<file path="src/rtl/pf_lanectrl_pause_sync_multi.sv">
// Multi-lane HS_IO_CLK_PAUSE synchroniser with optional pulse stretch and gap FSM.
// Optional PF_LANECTRL_PAUSE_SYNC_FALL_EN retimes the outputs onto falling CLK edges.
module pf_lanectrl_pause_sync_multi #(
   parameter int NUM_LANES   = 4,
   parameter int SYNC_STAGES = 2,
   parameter int MIN_PULSE   = 3,
   parameter int MIN_GAP     = 1,
   parameter int MODE        = 2
) (
   input  logic                 CLK,
   input  logic                 RESET,
   input  logic [NUM_LANES-1:0] HS_IO_CLK_PAUSE,
   output logic [NUM_LANES-1:0] HS_IO_CLK_PAUSE_SYNC,
   output logic                 PAUSE_ANY
);

   typedef enum logic [1:0] {
      S_IDLE   = 2'd0,
      S_ASSERT = 2'd1,
      S_GAP    = 2'd2
   } state_e;

   localparam logic [3:0] PULSE_LD = 4'(MIN_PULSE - 1);
   localparam logic [3:0] GAP_LD   = (MIN_GAP == 0) ? 4'd0 : 4'(MIN_GAP - 1);

   if ((NUM_LANES < 1) || (NUM_LANES > 16)) begin : g_bad_lanes
      $error("NUM_LANES out of range 1..16");
   end
   if ((SYNC_STAGES < 1) || (SYNC_STAGES > 4)) begin : g_bad_sync
      $error("SYNC_STAGES out of range 1..4");
   end
   if ((MIN_PULSE < 1) || (MIN_PULSE > 15)) begin : g_bad_pulse
      $error("MIN_PULSE out of range 1..15");
   end
   if ((MIN_GAP < 0) || (MIN_GAP > 15)) begin : g_bad_gap
      $error("MIN_GAP out of range 0..15");
   end
   if ((MODE < 0) || (MODE > 2)) begin : g_bad_mode
      $error("MODE out of range 0..2");
   end

   if (MODE == 0) begin : g_feed
      assign HS_IO_CLK_PAUSE_SYNC = HS_IO_CLK_PAUSE;
   end else begin : g_sync
      for (genvar g = 0; g < NUM_LANES; g++) begin : g_lane
         logic [SYNC_STAGES-1:0] sync_q;
         logic [SYNC_STAGES-1:0] sync_d;
         logic                   s;
         logic                   out_q;
         logic                   out_d;
         logic                   lane_out;

         always_comb begin
            sync_d    = sync_q << 1;
            sync_d[0] = HS_IO_CLK_PAUSE[g];
         end

         assign s = sync_q[SYNC_STAGES-1];

         always_ff @(posedge CLK or posedge RESET) begin
            if (RESET) begin
               sync_q <= '0;
               out_q  <= 1'b0;
            end else begin
               sync_q <= sync_d;
               out_q  <= out_d;
            end
         end

         if (MODE == 1) begin : g_flop
            assign out_d = s;
         end else begin : g_fsm
            state_e     state_q;
            state_e     state_d;
            logic [3:0] cnt_q;
            logic [3:0] cnt_d;
            logic [3:0] gcnt_q;
            logic [3:0] gcnt_d;
            logic       pend_q;
            logic       pend_d;

            always_ff @(posedge CLK or posedge RESET) begin
               if (RESET) begin
                  state_q <= S_IDLE;
                  cnt_q   <= 4'd0;
                  gcnt_q  <= 4'd0;
                  pend_q  <= 1'b0;
               end else begin
                  state_q <= state_d;
                  cnt_q   <= cnt_d;
                  gcnt_q  <= gcnt_d;
                  pend_q  <= pend_d;
               end
            end

            // pend_q remembers a request that arrives while the gap is still counting
            always_comb begin
               state_d = state_q;
               cnt_d   = cnt_q;
               gcnt_d  = gcnt_q;
               pend_d  = pend_q;
               unique case (state_q)
                  S_IDLE: begin
                     if (s) begin
                        state_d = S_ASSERT;
                        cnt_d   = PULSE_LD;
                     end
                  end
                  S_ASSERT: begin
                     if (cnt_q != 4'd0) begin
                        cnt_d = cnt_q - 4'd1;
                     end else if (!s) begin
                        if (MIN_GAP == 0) begin
                           state_d = S_IDLE;
                        end else begin
                           state_d = S_GAP;
                           gcnt_d  = GAP_LD;
                           pend_d  = 1'b0;
                        end
                     end
                  end
                  S_GAP: begin
                     if (s) begin
                        pend_d = 1'b1;
                     end
                     if (gcnt_q != 4'd0) begin
                        gcnt_d = gcnt_q - 4'd1;
                     end else if (s || pend_q) begin
                        state_d = S_ASSERT;
                        cnt_d   = PULSE_LD;
                        pend_d  = 1'b0;
                     end else begin
                        state_d = S_IDLE;
                     end
                  end
                  default: begin
                     state_d = S_IDLE;
                  end
               endcase
            end

            assign out_d = (state_d == S_ASSERT);
         end

`ifdef PF_LANECTRL_PAUSE_SYNC_FALL_EN
         logic fall_q;

         always_ff @(negedge CLK or posedge RESET) begin
            if (RESET) begin
               fall_q <= 1'b0;
            end else begin
               fall_q <= out_q;
            end
         end

         assign lane_out = fall_q;
`else
         assign lane_out = out_q;
`endif

         assign HS_IO_CLK_PAUSE_SYNC[g] = lane_out;
      end
   end

   assign PAUSE_ANY = |HS_IO_CLK_PAUSE_SYNC;

endmodule

</file>
<file path="config.mk">
export PLATFORM = sky130hd
export DESIGN_NAME = pf_lanectrl_pause_sync_multi
export DESIGN_NICKNAME = d
export VERILOG_FILES = /design/src/rtl/pf_lanectrl_pause_sync_multi.sv
export SDC_FILE = /design/constraint.sdc
export NUM_CORES = 1
export LEC_CHECK = 0
export ABC_AREA = 1
export BUFFER_PORTS_ARGS = -buffer_cell sky130_fd_sc_hd__buf_2
export CAP_MARGIN = 20
export CORE_MARGIN = 4
export CORE_UTILIZATION = 61
export CTS_CLUSTER_DIAMETER = 50
export CTS_CLUSTER_SIZE = 8
export DETAILED_ROUTE_END_ITERATION = 7
export PLACE_DENSITY = 0.79
export SLEW_MARGIN = 5
export SYNTH_ARGS = -nofsm -noshare
export SYNTH_HDL_FRONTEND = slang
export SYNTH_SLANG_ARGS = --single-unit
export TNS_END_PERCENT = 50
</file>
<file path="constraint.sdc">
create_clock -name CLK -period 1.8 [get_ports CLK]
set_clock_uncertainty 0.05 [all_clocks]
set_input_delay 0.09 -clock CLK [delete_from_list [all_inputs] [get_ports CLK]]
set_output_delay 0.09 -clock CLK [all_outputs]
set_load 0.01 [all_outputs]
</file>
==> reports/qor.yml, run 1 <==
cts:
  clockBufferDepth: 2
  h-tree-depth: 2
  post_cts_buffers: 0
  ctsResizeCount: 0
  cts_root_buf: "clkbuf_8"
  cts_tree: "yes"
  cts.sinks: 56
  cts_buffers: 5
  clkTransAtPathRegs_ns: 0.11
  clock_latency_ns: 0.31
routing:
  wl_um: 4805
  vias_per_cell: 5.234
  route.detailed.drc: 0
  drt_iter0_markers: 72
  vias: 2240
  wl_per_cell_um: 11.23
  drtAntennaViolNets: 0
  dr.pass1.iters: 6
logic_synthesis:
  seq_area_frac_synth_pct: 48.36
  syn_nets: 376
  synthDistinctLibCells: 24
  synthCells: 356
  ys_ff_latch: 56
  synth_top_cell_by_area: "dfrtp_1"
  synthesis.area_um2: 2898
  yosysWarnings: 0
  synth_top_area_share_pct: 48.36
  syn_avg_cell_area_um2: 8.140
  synth_area_leaders: "dfrtp_1 (48%), nand2_1 (11%), nand3_1 (6.7%)"
worst_setup_path:
  ff2ff_setup_slack_ns: 0.27
  critPathMostFrequentCell: "nand2_1"
  r2r-start: "g_sync.g_lane[3].g_fsm.gcnt_q[0]$_DFFE_PP0P_"
  crit_path_end_kind: "register"
  path_depth: 7
  startpoint: "g_sync.g_lane[3].g_fsm.gcnt_q[0]$_DFFE_PP0P_"
  crit_buf_inv: 1
  crit_required_ns: 1.97
  crit_arrival_ns: 1.70
  crit_path_cell_trace: "inv_1 -> ha_1 -> nand3_1 -> nand2_1 -> nand3_2 -> nand2_1 -> nand2_1"
  endpoint: "g_sync.g_lane[3].g_fsm.cnt_q[2]$_DFFE_PP0P_"
  critical_path.top_delay_family: "simple AND/OR/NAND/NOR gates"
  worstSetupPathType: "reg -> reg"
  cp_slowest_cell: "dfrtp_1"
  worstPathMaxFanout: 7
  critPathLaunchType: "register"
  slowest_delay_ns: 0.39
  reg2reg_depth: 7
  reg2reg_to: "g_sync.g_lane[3].g_fsm.cnt_q[2]$_DFFE_PP0P_"
hold_path:
  hp-class: "in -> async"
cells_and_area:
  fillers: 353
  area_delta_synth_final_pct: 9.197
  nets: 395
  final_area_um2: 3164
  antenna_cells: 0
  multi_input_area_um2: 1267
  seqCellArea_um2: 1401
  drive_gt1_share_pct: 9.574
sta:
  fmax_mhz: 654.2
  rsz0062_at_grt: "false"
  slew-limit-headroom_pct: 73.16
  setup_viol: 0
  tns_ns: 0
  whs_ns: 0.2399
  tightest_slew_ns: 0.4021
  final_hold_viol_count: 0
  fin_crit_sh_pct: 84.92
  fin_crit_ns: 1.529
  finalMaxSlewViolations: 0
floorplanning:
  coreArea_um2: 4474
  dieArea_um2: 5917
  dieHeight_um: 76.93
  die_w_um: 76.93
  io_pins: 11
  initial_core_util_pct: 64.77
  num_rows: 24
run_status:
  status: "finished, final reports clean"
grt:
  antenna_found_initial: 0
  overflow: 0
  grt_pass1_wl_um: 8694
  grt_usage_pct: 17.83
  grt_start_max_net_pins: 40
  grt_pass1_vias: 2058
placed_design:
  port_buffers: 10
  dpl.hpwl_um: 3511
  gp_congestion: 0.8570
  place_area_um2: 3003
power_and_ir_drop:
  worst_ir_drop_vdd_uv: 765.1
  power_leakage_nw: 1.645
  totalPowerFinal_mw: 4.597
  p_per_area_nw_per_um2: 1453
job:
  drv_cap: 0
## power breakdown
group / switching, mW / leakage [nW] / total [mW] / internal, mW
clock network: 0.411 / 0.0541 / 0.823 / 0.412
logic: 1.17 / 0.884 / 1.88 / 0.704
registers: 0.279 / 0.706 / 1.89 / 1.62
## kinds of logic (layout without fill, tap and decap cells)
kind of cell	count (synthesis)	in the layout	share of synthesized area (%)
AO/OA/AOI/OAI	38	38	7.168
XOR/XNOR	3	3	0.9069
flip-flops	56	56	48.36
adder cells (fa/ha/maj)	14	14	6.045
buffers and inverters	57	77	7.902
AND/OR/NAND/NOR	188	188	29.62
## layer usage
metal	vias to the layer above	global-route usage (%)	routed length [µm]	part of all wire, %
met5	-	0	0	0
met4	0	5.435	68	1.4
met3	7	3.864	127	2.6
met2	27	30.40	2286	48
met1	1030	22.64	2324	48
li1	1176	-	-	-
## flip-flops by register name, summed over array words and instances (netlist names)
| signal | count |
|---|---|
| g_sync.g_lane.sync_q | 8 |
| g_sync.g_lane.g_fsm.cnt_q | 16 |
| g_sync.g_lane.lane_out | 4 |
| g_sync.g_lane.g_fsm.gcnt_q | 16 |
| g_sync.g_lane.g_fsm.state_q | 8 |
| g_sync.g_lane.g_fsm.pend_q | 4 |
## worst min path at each step
| stage | slack [ns] | to | from |
|---|---|---|---|
| 2_1_floorplan | 0.07 | g_sync.g_lane[0].sync_q[0]$_DFF_PP0_ | HS_IO_CLK_PAUSE[0] |
| 3_3_place_gp | 0.05 | g_sync.g_lane[3].sync_q[0]$_DFF_PP0_ | RESET |
| 3_5_place_dp | 0.05 | g_sync.g_lane[3].g_fsm.gcnt_q[2]$_DFFE_PP0P_ | RESET |
| 4_1_cts | 0.25 | g_sync.g_lane[3].sync_q[0]$_DFF_PP0_ | RESET |
| 5_1_grt | 0.27 | g_sync.g_lane[3].sync_q[0]$_DFF_PP0_ | RESET |
| 6_report | 0.24 | g_sync.g_lane[3].sync_q[0]$_DFF_PP0_ | RESET |
## layout by cell type, fill, tap and decap left out, types with 3 or more instances in the layout
master	n
a21oi_1	3
buf_2	10
clkbuf_8	5
dfrtp_1	56
dlygate4sd3_1	5
ha_1	14
inv_1	49
inv_2	4
nand2_1	87
nand3_1	39
nand3_2	3
nand4_1	6
nor2_1	39
nor2_4	6
o211ai_1	4
o21ai_0	22
o21ai_1	7
## tightest hold or removal path: stages
cell           delay, ns
dlygate4sd3_1       0.52
buf_2               0.12
inv_2               0.30
## synthesized netlist by cell type
master	number
a21oi_1	3
and3_1	2
buf_4	4
dfrtp_1	56
ha_1	14
inv_1	50
inv_2	3
nand2_1	87
nand2_2	1
nand3_1	39
nand3_2	3
nand4_1	6
nand4_2	1
nor2_1	39
nor2_4	6
nor3_1	1
o211ai_1	4
o21ai_0	22
o21ai_1	7
o221ai_1	2
or2_0	1
or2_2	2
xnor2_1	1
xor2_1	2
## what timing repair did
action,CTS,global route
hold buffers,5,0
endpoints found under the hold margin,21,0
setup endpoints to repair,0,0
## through the flow
| step | worst slack, ns | util, % | cells |
|---|---|---|---|
| floorplan | 0.2887 | - | 356 |
| global placement | 0.3641 | 67.11 | 415 |
| detailed placement | 0.2912 | 67.11 | 415 |
| CTS | 0.2850 | 70.72 | 428 |
| global route | 0.1186 | 70.72 | 428 |
| finish | 0.2715 | 70.72 | 428 |
## final cells by class
type / count / share of cell area, %
Tap cell: 52 / 2.056
Sequential cell: 56 / 44.29
Inverter: 53 / 6.287
Timing Repair Buffer: 16 / 3.796
Clock buffer: 5 / 2.175
Multi-Input combinational cell: 243 / 40.06
Clock inverter: 3 / 1.344
Power figures use the tool's default switching activity.
==> run 2: changes to the inputs <==
--- a/config.mk
+++ b/config.mk
@@ -9,11 +9,11 @@
 export BUFFER_PORTS_ARGS = -buffer_cell sky130_fd_sc_hd__buf_2
 export CAP_MARGIN = 20
 export CORE_MARGIN = 4
-export CORE_UTILIZATION = 61
+export CORE_UTILIZATION = 55
 export CTS_CLUSTER_DIAMETER = 50
 export CTS_CLUSTER_SIZE = 8
 export DETAILED_ROUTE_END_ITERATION = 7
-export PLACE_DENSITY = 0.79
+export PLACE_DENSITY = 0.75
 export SLEW_MARGIN = 5
 export SYNTH_ARGS = -nofsm -noshare
 export SYNTH_HDL_FRONTEND = slang
==> constraint.sdc (replaced) <==
create_clock -name CLK -period 1.4 [get_ports CLK]
set_clock_uncertainty 0.05 [all_clocks]
set_input_delay 0.07 -clock CLK [delete_from_list [all_inputs] [get_ports CLK]]
set_output_delay 0.07 -clock CLK [all_outputs]
set_load 0.01 [all_outputs]
==> run 2 against run 1 <==
Via count is 4.2% higher. Setup slack worse by 0.19 ns. Global-route usage fell by 0.42 points. Combinational power is 63% higher.
==> reports/qor.yml, run 2 (synthesis results as in run 1) <==
grt:
  grt_pass1_vias: 2225  # was 2058
  overflow: 0  # unchanged
  grt_usage_pct: 17.41  # was 17.83%
  grt_start_max_net_pins: 41  # was 40
  antenna_found_initial: 0  # unchanged
  grt_pass1_wl_um: 9011  # was 8694 µm
floorplanning:
  dieHeight_um: 80.59  # was 76.93 µm
  initial_core_util_pct: 56.74  # was 64.77%
  dieArea_um2: 6494  # was 5917 µm²
  num_rows: 26  # was 24
  io_pins: 11  # unchanged
  coreArea_um2: 5107  # was 4474 µm²
  die_w_um: 80.59  # was 76.93 µm
cts:
  cts_tree: "yes"  # unchanged
  clock_latency_ns: 0.30  # was 0.31 ns
  clkTransAtPathRegs_ns: 0.09  # was 0.11 ns
  cts_buffers: 5  # unchanged
  h-tree-depth: 2  # unchanged
  cts_root_buf: "clkbuf_8"  # unchanged
  cts.sinks: 56  # unchanged
  clockBufferDepth: 2  # unchanged
sta:
  finalMaxSlewViolations: 0  # unchanged
  fin_crit_sh_pct: 94.51  # was 84.92%
  rsz0062_at_grt: "true"  # was false
  fmax_mhz: 755.8  # was 654.2 MHz
  setup_viol: 0  # unchanged
  tightest_slew_ns: 0.4109  # was 0.4021 ns
  final_hold_viol_count: 0  # unchanged
  fin_crit_ns: 1.323  # was 1.529 ns
  slew-limit-headroom_pct: 72.55  # was 73.16%
routing:
  drt_iter0_markers: 96  # was 72
  vias: 2334  # was 2240
  wl_per_cell_um: 11.27  # was 11.23 µm
  dr.pass1.iters: 4  # was 6
  route.detailed.drc: 0  # unchanged
  wl_um: 5227  # was 4805 µm
  vias_per_cell: 5.030  # was 5.234
  drtAntennaViolNets: 0  # unchanged
run_status:
  status: "finished, final reports clean"  # unchanged
worst_setup_path:
  worstPathMaxFanout: 4  # was 7
  worstSetupPathType: "reg -> reg"  # unchanged
  crit_arrival_ns: 1.47  # was 1.70 ns
  crit_path_end_kind: "register"  # unchanged
  critPathLaunchType: "register"  # unchanged
  crit_required_ns: 1.55  # was 1.97 ns
placed_design:
  dpl.hpwl_um: 3634  # was 3511 µm
  gp_congestion: 0.7646  # was 0.8570
  dp.cells: 448  # was 415
  port_buffers: 10  # unchanged
power_and_ir_drop:
  totalPowerFinal_mw: 6.297  # was 4.597 mW
  worst_ir_drop_vdd_uv: 815.5  # was 765.1 µV
  switching_share_pct: 41.15  # was 40.55%
  p_int_mw: 3.706  # was 2.733 mW
  p_clk_share_pct: 12.4  # was 17.9%
  p_switching_mw: 2.591  # was 1.864 mW
  power_leakage_nw: 1.741  # was 1.645 nW
  power_frac_comb_pct: 48.6  # was 40.9%
  p_per_area_nw_per_um2: 1832  # was 1453 nW/µm²
  p_seq_share_pct: 39.0  # was 41.2%
cells_and_area:
  nets: 416  # was 395
  fillers: 437  # was 353
  largest_registers: "g_sync.g_lane.g_fsm.cnt_q: 16 flops, g_sync.g_lane.g_fsm.gcnt_q: 16 flops"  # unchanged
  antenna_cells: 0  # unchanged
  mostFrequentLayoutCells: "nand2_1 (75), dfrtp_1 (54), inv_1 (45)"  # was nand2_1 (87), dfrtp_1 (56), inv_1 (49)
  finalNonFillerCells: 464  # was 428
  mostFrequentLayoutCell: "nand2_1"  # unchanged
  area_delta_synth_final_pct: 18.65  # was 9.197%
  drive_gt1_share_pct: 21.07  # was 9.574%
job:
  drv_cap: 0  # unchanged
hold_path:
  hp-class: "in -> async"  # unchanged
==> run 2: cell types whose count changed in the layout (fill, tap and decap cells not counted), sizes merged <==
cell    change
inv         -1
buf        +21
clkinv      -1
bufinv      -1
==> run 2: timing repair <==
action	in CTS	in global routing
resized for setup	1	44
gates cloned	0	0
hold buffers	5	0
setup buffers	0	6
pin swaps	0	9
hold endpoints to repair	20	0
endpoints found under the setup margin	2	33
==> run 2: cell type report <==
class | instances | area, µm² | share of cell area, %
flip-flops and latches | 56 | 1404 | 40.83
multi-input cells | 243 | 1398 | 40.65
repair buffers | 37 | 277.8 | 8.079
inverters | 53 | 202.7 | 5.895
well taps | 70 | 87.58 | 2.547
clock buffers | 5 | 68.82 | 2.001
==> run 2: metrics by stage <==
step                util, %  setup slack, ns  hold WS [ns]  area [µm²]  setup TNS, ns
floorplan                 -          0.06527       0.05143        2902              0
global placement      61.51          0.03847       0.04209        3142              0
detailed placement    61.51        -0.002789       0.04248        3142      -0.002789
CTS                   63.99         0.006783        0.2551        3268              0
global route          67.32         -0.04753        0.2897        3438        -0.3417
finish                67.32          0.07682        0.2578        3438              0
==> run 2: final timing paths <==
path                                                                   from                                           to  slack, ns  cells past startpoint
worst min register to register         g_sync.g_lane[0].sync_q[0]$_DFF_PP0_         g_sync.g_lane[0].sync_q[1]$_DFF_PP0_       0.30                      0
worst min-delay path                                                  RESET  g_sync.g_lane[3].g_fsm.cnt_q[3]$_DFFE_PP0P_       0.26                      3
min in group CLK                       g_sync.g_lane[0].sync_q[0]$_DFF_PP0_         g_sync.g_lane[0].sync_q[1]$_DFF_PP0_       0.30                      0
worst max-delay path            g_sync.g_lane[3].g_fsm.cnt_q[1]$_DFFE_PP0P_    g_sync.g_lane[3].g_fsm.pend_q$_DFFE_PP0P_       0.08                      6
max in group asynchronous                                             RESET  g_sync.g_lane[2].g_fsm.state_q[1]$_DFF_PP0_       0.51                      4
worst max register to register  g_sync.g_lane[3].g_fsm.cnt_q[1]$_DFFE_PP0P_    g_sync.g_lane[3].g_fsm.pend_q$_DFFE_PP0P_       0.08                      6
==> run 2: power by group through the flow <==
stage | clock network (mW) | registers, mW | logic [mW]
2_1_floorplan | 0 | 2.38 | 2.04
3_3_place_gp | 0 | 2.45 | 2.54
3_5_place_dp | 0 | 2.46 | 2.66
4_1_cts | 0.828 | 2.43 | 2.70
5_1_grt | 0.889 | 2.52 | 3.55
6_report | 0.784 | 2.45 | 3.06
==> run 2: critical path, cell delays in order, from the launching register on <==
cell     delay [ns]
dfrtp_1        0.42
inv_2          0.10
ha_4           0.14
nand4_1        0.21
buf_4          0.21
nand3_1        0.05
nand2_1        0.04
==> run 2: per-layer routing <==
metal,global-route usage (%),vias up,share of wire (%),wire (µm)
met5,0,-,0,0
met4,4.054,0,0.52,27
met3,4.036,2,2.6,136
met2,30.05,17,51,2663
met1,22.12,1098,46,2400
li1,-,1217,-,-
==> run 3: changes to the inputs <==
--- a/config.mk
+++ b/config.mk
@@ -9,11 +9,12 @@
 export BUFFER_PORTS_ARGS = -buffer_cell sky130_fd_sc_hd__buf_2
 export CAP_MARGIN = 20
 export CORE_MARGIN = 4
-export CORE_UTILIZATION = 55
+export CORE_UTILIZATION = 58
+export CTS_BUF_LIST = sky130_fd_sc_hd__clkbuf_8
 export CTS_CLUSTER_DIAMETER = 50
 export CTS_CLUSTER_SIZE = 8
 export DETAILED_ROUTE_END_ITERATION = 7
-export PLACE_DENSITY = 0.75
+export PLACE_DENSITY = 0.78
 export SLEW_MARGIN = 5
 export SYNTH_ARGS = -nofsm -noshare
 export SYNTH_HDL_FRONTEND = slang
==> run 3 against run 2 <==
Setup slack improved by 0.0088 ns. Critical path depth unchanged. Total power increased by 2.8%. Combinational power decreased by 2%. Via count about the same. Largest power group unchanged. Critical path type unchanged.
==> reports/qor.yml, run 3 (synthesis results as in run 1) <==
run_status:
  status: "finished, final reports clean"  # unchanged
grt:
  overflow: 0  # unchanged
  grt_start_max_net_pins: 57  # was 41
  grt_pass1_vias: 2211  # was 2225
  antenna_found_initial: 0  # unchanged
  grt_usage_pct: 18.51  # was 17.41%
  grt_pass1_wl_um: 9101  # was 9011 µm
power_and_ir_drop:
  power_frac_comb_pct: 46.2  # was 48.6%
  p_int_mw: 3.853  # was 3.706 mW
  p_switching_mw: 2.622  # was 2.591 mW
  power_leakage_nw: 1.738  # was 1.741 nW
  switching_share_pct: 40.49  # was 41.15%
  p_seq_share_pct: 37.9  # was 39.0%
  p_per_area_nw_per_um2: 1894  # was 1832 nW/µm²
  worst_ir_drop_vdd_uv: 996.2  # was 815.5 µV
  p_clk_share_pct: 15.9  # was 12.4%
hold_path:
  hp-class: "reg -> reg"  # was in -> async
cells_and_area:
  largest_registers: "g_sync.g_lane.g_fsm.cnt_q: 16 flops, g_sync.g_lane.g_fsm.gcnt_q: 16 flops"  # unchanged
  antenna_cells: 0  # unchanged
  nets: 412  # was 416
  final_area_um2: 3418  # was 3438 µm²
  fillers: 374  # was 437
  mostFrequentLayoutCell: "nand2_1"  # unchanged
  mostFrequentLayoutCells: "nand2_1 (76), dfrtp_1 (55), inv_1 (42)"  # was nand2_1 (75), dfrtp_1 (54), inv_1 (45)
  drive_gt1_share_pct: 21.63  # was 21.07%
  area_delta_synth_final_pct: 17.96  # was 18.65%
cts:
  cts_buffers: 5  # unchanged
  clkTransAtPathRegs_ns: 0.10  # was 0.09 ns
  cts.sinks: 56  # unchanged
  cts_root_buf: "clkbuf_8"  # unchanged
  h-tree-depth: 2  # unchanged
  clock_latency_ns: 0.31  # was 0.30 ns
  clockBufferDepth: 2  # unchanged
  cts_tree: "yes"  # unchanged
routing:
  drtAntennaViolNets: 0  # unchanged
  wl_per_cell_um: 11.20  # was 11.27 µm
  vias: 2333  # was 2334
  route.detailed.drc: 0  # unchanged
  dr.pass1.iters: 5  # was 4
  vias_per_cell: 5.072  # was 5.030
  wl_um: 5153  # was 5227 µm
  drt_iter0_markers: 124  # was 96
floorplanning:
  initial_core_util_pct: 60.55  # was 56.74%
  io_pins: 11  # unchanged
  num_rows: 25  # was 26
  coreArea_um2: 4786  # was 5107 µm²
  die_w_um: 78.69  # was 80.59 µm
  dieArea_um2: 6191  # was 6494 µm²
  dieHeight_um: 78.69  # was 80.59 µm
sta:
  slew-limit-headroom_pct: 80.98  # was 72.55%
  final_hold_viol_count: 0  # unchanged
  finalMaxSlewViolations: 0  # unchanged
  rsz0062_at_grt: "true"  # unchanged
  fin_crit_ns: 1.314  # was 1.323 ns
  tightest_slew_ns: 0.2854  # was 0.4109 ns
  setup_viol: 0  # unchanged
  fin_crit_sh_pct: 93.89  # was 94.51%
  fmax_mhz: 760.8  # was 755.8 MHz
  tns_ns: 0  # unchanged
worst_setup_path:
  crit_required_ns: 1.59  # was 1.55 ns
  slowest_delay_ns: 0.42  # about the same
  worstSetupPathType: "reg -> reg"  # unchanged
  crit_arrival_ns: 1.50  # was 1.47 ns
  crit_path_cell_trace: "inv_2 -> ha_2 -> nand4_1 -> nand2_2 -> nand2_1 -> o21ai_0"  # was inv_2 -> ha_4 -> nand4_1 -> buf_4 -> nand3_1 -> nand2_1
  critPathLaunchType: "register"  # unchanged
  cp_slowest_cell: "dfrtp_1"  # unchanged
  worstPathMaxFanout: 7  # was 4
  crit_path_end_kind: "register"  # unchanged
placed_design:
  gp_congestion: 0.8127  # was 0.7646
  port_buffers: 10  # unchanged
  dpl.hpwl_um: 3604  # was 3634 µm
  place_area_um2: 3138  # was 3142 µm²
job:
  drv_cap: 0  # unchanged
-- run 3: layer usage --
metal / part of all wire, % / track usage, % / vias up
li1: - / - / 1207
met1: 45 / 23.49 / 1088
met5: 0 / 0 / -
met4: 1.6 / 7.692 / 0
met2: 50 / 30.14 / 30
met3: 3.8 / 4.587 / 8
-- run 3: layout make-up --
type	count	area, µm²	area share, %
sequential	56	1403	41.03
multi-input combinational	243	1374	40.19
timing repair buffer	33	247.7	7.247
inverter	53	202.7	5.930
tap	67	83.83	2.452
clock buffer	5	68.82	2.013
clock inverter	3	38.79	1.135
-- run 3: path summary, 6_finish.rpt --
| kind | startpoint | endpoint | slack [ns] | cells after the start |
|---|---|---|---|---|
| setup / recovery | g_sync.g_lane[3].g_fsm.cnt_q[1]$_DFFE_PP0P_ | g_sync.g_lane[3].g_fsm.gcnt_q[0]$_DFFE_PP0P_ | 0.09 | 6 |
| hold / removal | g_sync.g_lane[1].sync_q[0]$_DFF_PP0_ | g_sync.g_lane[1].sync_q[1]$_DFF_PP0_ | 0.30 | 0 |
| setup reg to reg | g_sync.g_lane[3].g_fsm.cnt_q[1]$_DFFE_PP0P_ | g_sync.g_lane[3].g_fsm.gcnt_q[0]$_DFFE_PP0P_ | 0.09 | 6 |
| hold reg to reg | g_sync.g_lane[1].sync_q[0]$_DFF_PP0_ | g_sync.g_lane[1].sync_q[1]$_DFF_PP0_ | 0.30 | 0 |
| max in group asynchronous | RESET | g_sync.g_lane[2].g_fsm.gcnt_q[1]$_DFFE_PP0P_ | 0.73 | 4 |
| min in group asynchronous | RESET | g_sync.g_lane[3].g_fsm.state_q[0]$_DFF_PP0_ | 0.33 | 4 |
-- run 3: power groups by stage --
stage / Sequential (mW) / Clock (mW) / Combinational (mW)
floorplan: 2.38 / 0 / 2.04
global placement: 2.45 / 0 / 2.54
detailed placement: 2.46 / 0 / 2.66
CTS: 2.43 / 1.08 / 2.70
global route: 2.52 / 1.13 / 3.45
finish: 2.45 / 1.03 / 2.99
-- run 3: repair_timing --
item,in CTS,in global routing
endpoints found under the setup margin,5,35
buffers inserted,0,2
pin swaps,0,2
endpoints found under the hold margin,60,0
hold buffers,5,0
resized for setup,3,42
-- run 3: critical path, delay by kind of cell, from the launching register on --
family / cells / cell delay [ns]
AO/OA/AOI/OAI: 1 / 0.07
AND/OR/NAND/NOR: 3 / 0.44
adder cells (fa/ha/maj): 1 / 0.19
flip-flops: 1 / 0.42
buffers and inverters: 1 / 0.07
-- run 3: per-stage QoR --
| stage | hold slack (ns) | util (%) | setup WS (ns) | instances | total power [mW] |
|---|---|---|---|---|---|
| finish | 0.2970 | 71.42 | 0.08559 | 460 | 6.475 |
| global route | 0.3111 | 71.42 | -0.03077 | 460 | 7.104 |
| CTS | 0.3086 | 69.12 | 0.001917 | 458 | 6.213 |
| detailed placement | 0.1208 | 65.57 | -0.008617 | 445 | 5.118 |
| global placement | 0.1190 | 65.57 | 0.02102 | 445 | 4.989 |
| floorplan | 0.05143 | - | 0.06527 | 356 | 4.418 |
